==> config.mk <==
export PLATFORM = sky130hd
export DESIGN_NAME = mdu_sequencer_flat
export DESIGN_NICKNAME = d
export VERILOG_FILES = /design/src/rtl/mdu_sequencer_if.sv /design/src/rtl/mdu_sequencer.sv /design/src/flat_wrapper.sv
export SDC_FILE = /design/constraint.sdc
export NUM_CORES = 1
export LEC_CHECK = 0
export BUFFER_PORTS_ARGS = -buffer_cell sky130_fd_sc_hd__buf_2
export CORE_ASPECT_RATIO = 2
export CORE_MARGIN = 2
export CORE_UTILIZATION = 40
export DETAILED_ROUTE_END_ITERATION = 7
export HOLD_SLACK_MARGIN = 0.1
export PLACE_DENSITY_LB_ADDON = 0.15
export SYNTH_ARGS = -nofsm -noshare
export SYNTH_HDL_FRONTEND = slang
export SYNTH_SLANG_ARGS = --single-unit
==> constraint.sdc <==
create_clock -name CLK -period 7.38 [get_ports CLK]
set_input_delay 0 -clock CLK [delete_from_list [all_inputs] [get_ports CLK]]
set_output_delay 0 -clock CLK [all_outputs]
set_load 0.01 [all_outputs]
==> src/rtl/mdu_sequencer_if.sv <==
// Operand/result bundle between the EX stage and the iterative multiply/divide unit.
// master: EX-stage side driving the request; slave: the multiply/divide sequencer.
interface mdu_sequencer_if #(
  parameter int unsigned XLEN = 32
);
  logic            START;
  logic [2:0]      FUNCT3;
  logic [XLEN-1:0] DATA1;
  logic [XLEN-1:0] DATA2;
  logic            FLUSH;
  logic            BUSY;
  logic            DONE;
  logic [XLEN-1:0] RESULT;

  modport master (
    output START, FUNCT3, DATA1, DATA2, FLUSH,
    input  BUSY, DONE, RESULT
  );

  modport slave (
    input  START, FUNCT3, DATA1, DATA2, FLUSH,
    output BUSY, DONE, RESULT
  );
endinterface

==> src/rtl/mdu_sequencer.sv <==
// Iterative RV32M multiply/divide unit: shift-add multiply and restoring divide on operand
// magnitudes, one radix-2 step per cycle, sign fix-up and special cases applied on entry to FIN.
// Optional macro MDU_EARLY_OUT_EN: trivial operations (zero multiply operand, zero divisor,
// signed overflow, unsigned dividend < divisor) skip the iteration and go straight to FIN.
module mdu_sequencer #(
  parameter int unsigned XLEN  = 32,
  parameter int unsigned CNT_W = 6
) (
  input logic             CLK,
  input logic             RESET,
  mdu_sequencer_if.slave  bus
);

  localparam logic [XLEN-1:0] IntMin  = {1'b1, {(XLEN-1){1'b0}}};
  localparam logic [CNT_W-1:0] CntLast = CNT_W'(XLEN - 1);

  typedef enum logic [1:0] {StIdle, StMul, StDiv, StFin} state_e;

  state_e            state_q, state_d;
  logic [CNT_W-1:0]  cnt_q, cnt_d;
  logic [2:0]        op_q, op_d;
  logic [XLEN-1:0]   a_q, a_d;
  logic [XLEN-1:0]   b_q, b_d;
  logic [2*XLEN-1:0] acc_q, acc_d;
  logic [XLEN-1:0]   result_q, result_d;

  // rs1 is treated as signed for MULH, MULHSU, DIV, REM
  function automatic logic a_is_signed(input logic [2:0] op);
    return (op == 3'b001) || (op == 3'b010) || (op == 3'b100) || (op == 3'b110);
  endfunction

  // rs2 is treated as signed for MULH, DIV, REM
  function automatic logic b_is_signed(input logic [2:0] op);
    return (op == 3'b001) || (op == 3'b100) || (op == 3'b110);
  endfunction

  function automatic logic [XLEN-1:0] magnitude(input logic [XLEN-1:0] v, input logic s);
    return (s && v[XLEN-1]) ? -v : v;
  endfunction

  // Final result from the unsigned magnitude result in acc: {hi, lo} product, or
  // {remainder, quotient}. Division corner cases override whatever the iteration produced.
  function automatic logic [XLEN-1:0] fin_result(input logic [2:0]        op,
                                                 input logic [XLEN-1:0]   a,
                                                 input logic [XLEN-1:0]   b,
                                                 input logic [2*XLEN-1:0] acc);
    logic              sa, sb;
    logic [2*XLEN-1:0] prod;
    logic [XLEN-1:0]   quo, rem;
    sa   = a_is_signed(op) & a[XLEN-1];
    sb   = b_is_signed(op) & b[XLEN-1];
    prod = (sa ^ sb) ? -acc : acc;
    quo  = (sa ^ sb) ? -acc[XLEN-1:0] : acc[XLEN-1:0];
    rem  = sa ? -acc[2*XLEN-1:XLEN] : acc[2*XLEN-1:XLEN];
    if (!op[2]) begin
      return (op[1:0] == 2'b00) ? prod[XLEN-1:0] : prod[2*XLEN-1:XLEN];
    end
    if (b == '0) begin
      return op[1] ? a : '1;
    end
    if (!op[0] && (a == IntMin) && (b == '1)) begin
      return op[1] ? '0 : IntMin;
    end
    return op[1] ? rem : quo;
  endfunction

  logic [XLEN-1:0]   ma, mb, ma_in, mb_in;
  logic [XLEN:0]     mul_sum;
  logic [2*XLEN-1:0] mul_nxt;
  logic [XLEN:0]     div_rem, div_diff;
  logic [2*XLEN-1:0] div_nxt;

  // One radix-2 step for each datapath, plus operand magnitudes for the acceptance edge
  always_comb begin
    ma       = magnitude(a_q, a_is_signed(op_q));
    mb       = magnitude(b_q, b_is_signed(op_q));
    ma_in    = magnitude(bus.DATA1, a_is_signed(bus.FUNCT3));
    mb_in    = magnitude(bus.DATA2, b_is_signed(bus.FUNCT3));
    // Multiplier sits in the low half and shifts out as the product shifts in from the top
    mul_sum  = {1'b0, acc_q[2*XLEN-1:XLEN]} + {1'b0, (acc_q[0] ? ma : {XLEN{1'b0}})};
    mul_nxt  = {mul_sum, acc_q[XLEN-1:1]};
    // Partial remainder is below 2*divisor, so XLEN+1 bits hold it and the borrow is exact
    div_rem  = acc_q[2*XLEN-1:XLEN-1];
    div_diff = div_rem - {1'b0, mb};
    div_nxt  = div_diff[XLEN] ? {div_rem[XLEN-1:0], acc_q[XLEN-2:0], 1'b0}
                              : {div_diff[XLEN-1:0], acc_q[XLEN-2:0], 1'b1};
  end

`ifdef MDU_EARLY_OUT_EN
  logic early_in;

  // Operations whose result is known from the operands alone
  always_comb begin
    if (!bus.FUNCT3[2]) begin
      early_in = (bus.DATA1 == '0) || (bus.DATA2 == '0);
    end else begin
      early_in = (bus.DATA2 == '0)
              || (!bus.FUNCT3[0] && (bus.DATA1 == IntMin) && (bus.DATA2 == '1))
              || (bus.FUNCT3[0] && (bus.DATA1 < bus.DATA2));
    end
  end
`endif

  // Next-state logic: latch operands in IDLE, iterate, load RESULT only on entry to FIN
  always_comb begin
    state_d  = state_q;
    cnt_d    = cnt_q;
    op_d     = op_q;
    a_d      = a_q;
    b_d      = b_q;
    acc_d    = acc_q;
    result_d = result_q;
    unique case (state_q)
      StIdle: begin
        if (bus.START) begin
          op_d    = bus.FUNCT3;
          a_d     = bus.DATA1;
          b_d     = bus.DATA2;
          cnt_d   = '0;
          acc_d   = bus.FUNCT3[2] ? {{XLEN{1'b0}}, ma_in} : {{XLEN{1'b0}}, mb_in};
          state_d = bus.FUNCT3[2] ? StDiv : StMul;
`ifdef MDU_EARLY_OUT_EN
          if (early_in) begin
            // {DATA1, 0} reads as quotient 0 / remainder DATA1; a zero product reads as 0
            state_d  = StFin;
            result_d = fin_result(bus.FUNCT3, bus.DATA1, bus.DATA2,
                                  bus.FUNCT3[2] ? {bus.DATA1, {XLEN{1'b0}}} : '0);
          end
`endif
        end
      end
      StMul: begin
        acc_d = mul_nxt;
        cnt_d = cnt_q + CNT_W'(1);
        if (cnt_q == CntLast) begin
          state_d  = StFin;
          cnt_d    = '0;
          result_d = fin_result(op_q, a_q, b_q, mul_nxt);
        end
      end
      StDiv: begin
        acc_d = div_nxt;
        cnt_d = cnt_q + CNT_W'(1);
        if (cnt_q == CntLast) begin
          state_d  = StFin;
          cnt_d    = '0;
          result_d = fin_result(op_q, a_q, b_q, div_nxt);
        end
      end
      StFin: begin
        state_d = StIdle;
      end
      default: begin
        state_d = StIdle;
      end
    endcase
    // Abort beats everything, including a same-edge START or the final step
    if (bus.FLUSH) begin
      state_d  = StIdle;
      cnt_d    = '0;
      result_d = result_q;
    end
  end

  // State and datapath registers
  always_ff @(posedge CLK or negedge RESET) begin
    if (!RESET) begin
      state_q  <= StIdle;
      cnt_q    <= '0;
      op_q     <= '0;
      a_q      <= '0;
      b_q      <= '0;
      acc_q    <= '0;
      result_q <= '0;
    end else begin
      state_q  <= state_d;
      cnt_q    <= cnt_d;
      op_q     <= op_d;
      a_q      <= a_d;
      b_q      <= b_d;
      acc_q    <= acc_d;
      result_q <= result_d;
    end
  end

  assign bus.BUSY   = (state_q != StIdle);
  assign bus.DONE   = (state_q == StFin);
  assign bus.RESULT = result_q;

endmodule

==> src/flat_wrapper.sv <==
// flat-port wrapper written by rule: the top's interface ports become plain ports
module mdu_sequencer_flat 
#(
  parameter int unsigned XLEN  = 32,
  parameter int unsigned CNT_W = 6
)
  (CLK, RESET, bus_START, bus_FUNCT3, bus_DATA1, bus_DATA2, bus_FLUSH, bus_BUSY, bus_DONE, bus_RESULT);
  mdu_sequencer_if #(.XLEN(XLEN)) bus_i ();
  input logic CLK;
  input logic RESET;
  input wire logic [$bits(bus_i.START)-1:0] bus_START;
  input wire logic [$bits(bus_i.FUNCT3)-1:0] bus_FUNCT3;
  input wire logic [$bits(bus_i.DATA1)-1:0] bus_DATA1;
  input wire logic [$bits(bus_i.DATA2)-1:0] bus_DATA2;
  input wire logic [$bits(bus_i.FLUSH)-1:0] bus_FLUSH;
  output wire logic [$bits(bus_i.BUSY)-1:0] bus_BUSY;
  output wire logic [$bits(bus_i.DONE)-1:0] bus_DONE;
  output wire logic [$bits(bus_i.RESULT)-1:0] bus_RESULT;
  assign bus_i.START = bus_START;
  assign bus_i.FUNCT3 = bus_FUNCT3;
  assign bus_i.DATA1 = bus_DATA1;
  assign bus_i.DATA2 = bus_DATA2;
  assign bus_i.FLUSH = bus_FLUSH;
  assign bus_BUSY = bus_i.BUSY;
  assign bus_DONE = bus_i.DONE;
  assign bus_RESULT = bus_i.RESULT;
  mdu_sequencer #(.XLEN(XLEN), .CNT_W(CNT_W)) u_core (.CLK(CLK), .RESET(RESET), .bus(bus_i));
endmodule
## Yosys cells after proc, flatten, opt, wreduce, memory -nomap -nowiden

Index checks and enable logic that the tools add are counted.

- Register bits: 171
- Input port bits: 71
- Output and inout bits: 34

- $add $sub $neg: 13
- Equality and inequality tests: 19
- Muxes and demuxes: 65
- Bitwise logic cells: 4
- Reduce and logical (&&, ||, !) cells: 30

Operators with widths:

| operator | number |
|---|---|
| 2-to-1 mux 32 bit | 30 |
| 2-to-1 mux 64 bit | 4 |
| negation 32 bit | 8 |
| case mux 64 bit (3 select lines) | 1 |
| negation 64 bit | 2 |
| equality test 32 bit, second input constant | 2 |
| case mux 32 bit (2 select lines) | 1 |
| adder 32 x 32 -> 33 bit | 1 |
| subtractor 33 x 32 -> 33 bit | 1 |
| logical NOT 32 bit | 1 |
| 2-to-1 mux 1 bit | 20 |
| 2-to-1 mux 6 bit | 3 |
| equality test 3 bit, second input constant | 4 |
| case mux 6 bit (2 select lines) | 1 |
| logical OR 1 bit | 10 |
| 2-to-1 mux 2 bit | 4 |
| AND reduction 2 bit | 4 |
| adder 6 x 1 -> 6 bit, second input constant | 1 |
| equality test 3 x 1 -> 1 bit, second input constant | 2 |
| equality test 3 x 2 -> 1 bit, second input constant | 2 |
| equality test 6 x 5 -> 1 bit, second input constant | 1 |
| logical AND 1 bit | 6 |
| case mux 2 bit (3 select lines) | 1 |
| nonzero test 3 bit | 2 |
| 14 further kinds | 19 |

## Longest topological paths before layout

- Depth after elaboration: 19
- Gate-level depth with buffers: 30
- Mapped depth without buffers: 26

## Worst setup path before layout

OpenSTA, ideal clock, no wires.

- Path kind: register to register
- Start: register u_core.b_q[7]
- End: register u_core.result_q[28], in the netlist u_core.bus.RESULT[28]
- Setup time: 0.122 ns
- Arrival: 6.089 ns
- Data required time: 7.258 ns
- Setup slack: 1.170 ns
- Cell stages (with the launch flop): 25
- Path buffers: 4
- Cells stage by stage: dfrtp_1 > or4_1 > nor4_1 > and2_1 > clkbuf_1 > nand2_1 > o41ai_1 > xor2_1 > ha_1 > a21oi_1 > nand2_1 > o2bb2ai_1 > a211o_1 > nor4_2 > nor3_2 > inv_2 > buf_2 > buf_1 > ha_1 > clkbuf_1 > nand3_1 > or4_1 > mux2i_1 > o21ai_0 > a32o_1

- Word-level cells in the longest chain between the ends: 15
- Elaborated cells between the ends (all ways): 45
- Those cells by class: 5 x add/sub; 1 x eq/ne; 37 x mux; 2 x reduce/logical

Ends and longest elaborated chain:

| item | line | source |
|---|---|---|
| start, declared | mdu_sequencer.sv:23 | `logic [XLEN-1:0] b_q, b_d;` |
| start signal, assigned | mdu_sequencer.sv:172 | `b_q <= '0;` |
| start signal, assigned | mdu_sequencer.sv:180 | `b_q <= b_d;` |
| negation 32 bit | mdu_sequencer.sv:38 | `return (s && v[XLEN-1]) ? -v : v;` |
| 2-to-1 mux 32 bit | mdu_sequencer.sv:38 |  |
| subtractor 33 x 32 -> 33 bit | mdu_sequencer.sv:84 | `div_diff = div_rem - {1'b0, mb};` |
| 2-to-1 mux 64 bit | mdu_sequencer.sv:85 | `div_nxt = div_diff[XLEN] ? {div_rem[XLEN-1:0], acc_q[XLEN-2:0], 1'b0}` |
| negation 64 bit | mdu_sequencer.sv:52 | `prod = (sa ^ sb) ? -acc : acc;` |
| 2-to-1 mux 64 bit | mdu_sequencer.sv:52 |  |
| 2-to-1 mux 32 bit | mdu_sequencer.sv:56 | `return (op[1:0] == 2'b00) ? prod[XLEN-1:0] : prod[2*XLEN-1:XLEN];` |
| 2-to-1 mux 32 bit | mdu_sequencer.sv:55 | `if (!op[2]) begin` |
| 2-to-1 mux 32 bit | mdu_sequencer.sv:58 | `if (b == '0) begin` |
| 2-to-1 mux 32 bit | mdu_sequencer.sv:61 | `if (!op[0] && (a == IntMin) && (b == '1)) begin` |
| 2-to-1 mux 32 bit | mdu_sequencer.sv:64 | `return op[1] ? rem : quo;` |
| 2-to-1 mux 32 bit | mdu_sequencer.sv:61 |  |
| 2-to-1 mux 32 bit | mdu_sequencer.sv:58 |  |
| 2-to-1 mux 32 bit | mdu_sequencer.sv:144 | `if (cnt_q == CntLast) begin` |
| case mux 32 bit (2 select lines) (*) | mdu_sequencer.sv:113 | `unique case (state_q)` |
| end signal, assigned | mdu_sequencer.sv:182 | `result_q <= result_d;` |
| end, declared | mdu_sequencer.sv:25 | `logic [XLEN-1:0] result_q, result_d;` |

Mark *: on every way between the ends. The rest lies on a longest branch, timed or not. The select of a mux whose other input is x is not followed.
A chain may end at the register's enable or synchronous reset.

## Final worst setup path

- Start: register u_core.a_q[4]
- End: register u_core.result_q[31], in the netlist u_core.bus.RESULT[31]

- Word-level cells in the longest chain between the ends: 15
- Elaborated cells between the ends (all ways): 35
- Those cells by class: 4 x add/sub; 1 x eq/ne; 28 x mux; 2 x reduce/logical

Ends and longest elaborated chain:

| item | line | source |
|---|---|---|
| start, declared | mdu_sequencer.sv:22 | `logic [XLEN-1:0] a_q, a_d;` |
| start signal, assigned | mdu_sequencer.sv:171 | `a_q <= '0;` |
| start signal, assigned | mdu_sequencer.sv:179 | `a_q <= a_d;` |
| negation 32 bit | mdu_sequencer.sv:38 |  |
| 2-to-1 mux 32 bit | mdu_sequencer.sv:38 |  |
| 2-to-1 mux 32 bit | mdu_sequencer.sv:80 | `mul_sum = {1'b0, acc_q[2*XLEN-1:XLEN]} + {1'b0, (acc_q[0] ? ma : {XLEN{1'b0}})};` |
| adder 32 x 32 -> 33 bit | mdu_sequencer.sv:80 |  |
| negation 64 bit | mdu_sequencer.sv:52 |  |
| 2-to-1 mux 64 bit | mdu_sequencer.sv:52 |  |
| 2-to-1 mux 32 bit | mdu_sequencer.sv:56 |  |
| 2-to-1 mux 32 bit | mdu_sequencer.sv:55 |  |
| 2-to-1 mux 32 bit | mdu_sequencer.sv:58 |  |
| 2-to-1 mux 32 bit | mdu_sequencer.sv:61 |  |
| 2-to-1 mux 32 bit | mdu_sequencer.sv:64 |  |
| 2-to-1 mux 32 bit | mdu_sequencer.sv:61 |  |
| 2-to-1 mux 32 bit | mdu_sequencer.sv:58 |  |
| 2-to-1 mux 32 bit | mdu_sequencer.sv:135 | `if (cnt_q == CntLast) begin` |
| case mux 32 bit (2 select lines) (*) | mdu_sequencer.sv:113 |  |

Marked as above.

==> results.yml <==
power_and_ir_drop:
  ir_drop_v: 0.000607
  power.share.sequential_pct: 12.3
  finalPower_uw: 16300
  powerDensity_nw_per_um2: 632
  switching_share_pct: 61.9
  power_leakage_uw: 0.0100
  internal-power_uw: 6210
  power_frac_comb_pct: 81.6
  p_switching_uw: 10100
  clkPwrFrac_pct: 6.0
timing:
  rsz0062_at_grt: "no"
  hold_viol_final: 0
  fin_crit_ns: 7.31
  skew_ns: 0.0230
  tightestPinTransition_ns: 1.23
  max_freq_mhz: 137
  drv_slew: 0
  timing.final.ws_setup_ns: 0.0661
  finalCritPeriodShare_pct: 99.1
  tns_ns: 0
  setup_viol: 0
  maxSlewHeadroom_pct: 17.7
worst_setup_path:
  crit_fanout: 11
  cp.arrival_ns: 7.75
  crit_path_max_incr_delay_ns: 0.71
  critical_path.cell_chain: "nor3_2 -> nand3_1 -> or2_2 -> nor4_1 -> buf_4 -> or3_1 -> a21oi_1 -> ha_1 -> nand4_1 -> nor2_1 -> nand4_1 -> a31oi_2 -> buf_4 -> o21ai_0 -> a2111o_1 -> or4_4 -> or3_4 -> or4b_1 -> a21oi_1 -> o32ai_1 -> o211ai_2"
  cp-end-kind: "flop"
  path_buf_inv: 2
  cp.required_ns: 7.82
  crit_path_top_delay_cell: "a31oi_2"
  start_kind: "flop"
  path_delay_family: "simple AND/OR/NAND/NOR gates"
  criticalPathCategory: "flop to flop"
yosys:
  ys_ff_latch: 171
  ys_seq_area_share_pct: 18.9
  syn_avg_cell_area_um2: 7.29
  synth_area_um2: 22700
  yosys_warnings: 0
  netlist_instances: 3114
  synth_enable_flop_cells: 0
  synth_fp_nets: 3264
  ys_async_sr_fraction_pct: 100
  synth_flop_cell: "dfrtp_1"
  yosysTopAreaCellShare_pct: 18.9
  synth.distinct_cells: 100
  synth_area_leaders: "dfrtp_1 (19%), xnor2_1 (6.2%), a21oi_1 (5.6%), nor2_1 (5.5%), nand2_1 (5.3%)"
  synth_top_area_cell: "dfrtp_1"
global_route:
  grt_pass1_wl_um: 192000
  grt_pass1_vias: 26700
  antenna_found_initial: 16
  globalRouteTotalUtil_pct: 46.5
  grt_max_degree: 76
  grt_overflow: 0
clock_tree:
  clk_latency_ns: 0.51
  cts.sinks: 171
  tritoncts: "built"
  cts-root-buf: "clkbuf_16"
  clk_path_buf_depth: 2
  cts_max_level: 4
  numCtsBuffers: 17
  clkTransAtPathRegs_ns: 0.10
cells_and_area:
  mostFrequentLayoutCells: "nor2_1 (330), nand2_1 (321), a21oi_1 (250), o21ai_0 (220), dfrtp_1 (170)"
  layout_commonest_cell: "nor2_1"
  syn_to_final_growth_pct: 13.8
  drive_gt1_share_pct: 12.5
  nNetsFinal: 3366
  fillers: 5793
die:
  rows: 123
  ios: 105
  die_x_um: 172
  coreArea_um2: 56200
  die_height_um: 341
  dieArea_um2: 58800
  initial_utilization_pct: 40.4
flow_run:
  maxCapViolCount: 0
detailed_routing:
  wl_um: 137000
  drc_errors: 0
  dr_total_vias: 27400
  wire_per_inst_um: 34.3
  drtIter0Drc: 2831
  drt_pre_antenna_iters: 6
  viasPerCell: 6.86
  final_antenna_net_count: 0
placed_design:
  place.gp.congestion: 1.06
  dpl_worst_slack_ns: 0.165
  hpwlAfterDp_um: 106000
  portBuffers: 104
worst_hold_path:
  hold_class: "primary input to async pin"
status:
  status: "completed"
## power groups by stage
stage,combinational (uW),sequential (uW),clock (uW)
floorplan,8620,1520,0
global placement,12600,1950,0
detailed placement,12700,1970,0
CTS,12800,1950,989
global route,14000,2020,1020
finish,13300,2010,987
## registers in the layout, indices dropped and copies added (netlist names)
| name | flops |
|---|---|
| u_core.state_q | 2 |
| u_core.op_q | 3 |
| u_core.a_q | 32 |
| u_core.cnt_q | 6 |
| u_core.acc_q | 64 |
| u_core.b_q | 32 |
| u_core.bus.RESULT | 32 |
## cells by family after synthesis
family,share of synthesized area [%]
flip-flops,18.9
XOR/XNOR,11.3
multiplexers,6.56
AO/OA/AOI/OAI,30.6
buffers and inverters,5.01
AND/OR/NAND/NOR,23.3
adder cells (fa/ha/maj),4.42
## layer usage
| layer | part of all wire (%) | routed length (um) | track usage [%] | vias up |
|---|---|---|---|---|
| met1 | 32 | 44000 | 45.9 | 13200 |
| met4 | 13 | 17300 | 48.5 | 10 |
| li1 | - | - | - | 11900 |
| met2 | 46 | 63000 | 73.5 | 1643 |
| met3 | 9.0 | 12300 | 14.9 | 680 |
| met5 | 0.084 | 115 | 0.938 | - |
## tightest hold or removal path, delay by kind of cell
kind | cells | cell delay (ns)
buffers and inverters | 3 | 1.02
## through the flow
| step | utilization, % | instance area [um2] | std cells | hold slack, ns |
|---|---|---|---|---|
| floorplan | - | 22700 | 3114 | -0.296 |
| global placement | 43.3 | 24300 | 3867 | 0.00505 |
| detailed placement | 43.3 | 24300 | 3867 | 0.00949 |
| CTS | 45.7 | 25700 | 3971 | 0.125 |
| global route | 45.9 | 25800 | 3982 | 0.164 |
| finish | 46.0 | 25800 | 3991 | 0.133 |
## final cells by class
class | count | area [um2] | share of cell area [%]
Antenna cell | 13 | 32.5 | 0.126
Sequential cell | 171 | 4280 | 16.6
Timing Repair Buffer | 315 | 2350 | 9.12
Clock buffer | 17 | 425 | 1.65
Inverter | 56 | 210 | 0.814
Tap cell | 750 | 938 | 3.63
Multi-Input combinational cell | 2655 | 17400 | 67.5
Clock inverter | 14 | 153 | 0.591
## path summary, 6_finish.rpt
path                                                endpoint  slack [ns]                        startpoint  cells after the start
max                        u_core.bus.RESULT[31]$_DFFE_PN0P_        0.07         u_core.a_q[4]$_DFFE_PN0P_                     21
min                               u_core.b_q[25]$_DFFE_PN0P_        0.13                             RESET                      3
max reg2reg                u_core.bus.RESULT[31]$_DFFE_PN0P_        0.07         u_core.a_q[4]$_DFFE_PN0P_                     21
min reg2reg                 u_core.bus.RESULT[2]$_DFFE_PN0P_        0.50  u_core.bus.RESULT[2]$_DFFE_PN0P_                      2
max in group asynchronous   u_core.bus.RESULT[0]$_DFFE_PN0P_        6.36                             RESET                      3
min in group CLK                  u_core.a_q[16]$_DFFE_PN0P_        0.34                     bus_DATA1[16]                      3
## cell usage after synthesis (11+ instances only)
cell type	instances
inv_1	51
a21boi_0	11
ha_1	77
and3_1	26
nand3_1	48
o41ai_1	15
clkbuf_1	187
dfrtp_1	171
or3_1	49
mux2i_1	61
nor4_1	51
mux2_2	68
or4_1	22
buf_2	17
nor2_1	333
a311oi_1	16
xor2_1	132
o21ai_0	220
o211ai_1	43
a21oi_1	252
or2_2	13
a221oi_1	35
nand2b_1	13
buf_1	22
xnor2_1	161
a21o_1	30
nand4_1	38
a31oi_1	49
and2_1	24
o22ai_1	23
a22oi_1	17
a211oi_1	74
and4_1	13
o21a_1	26
nor3_1	93
o31ai_1	77
nand2_1	323
## timing repair
action	CTS	global route
hold buffers	73	0
hold endpoints to repair	149	0
buffers inserted	0	6
gates resized for setup	0	7
endpoints found under the setup margin	0	12
Note: power is estimated with default switching activity, not from simulation.
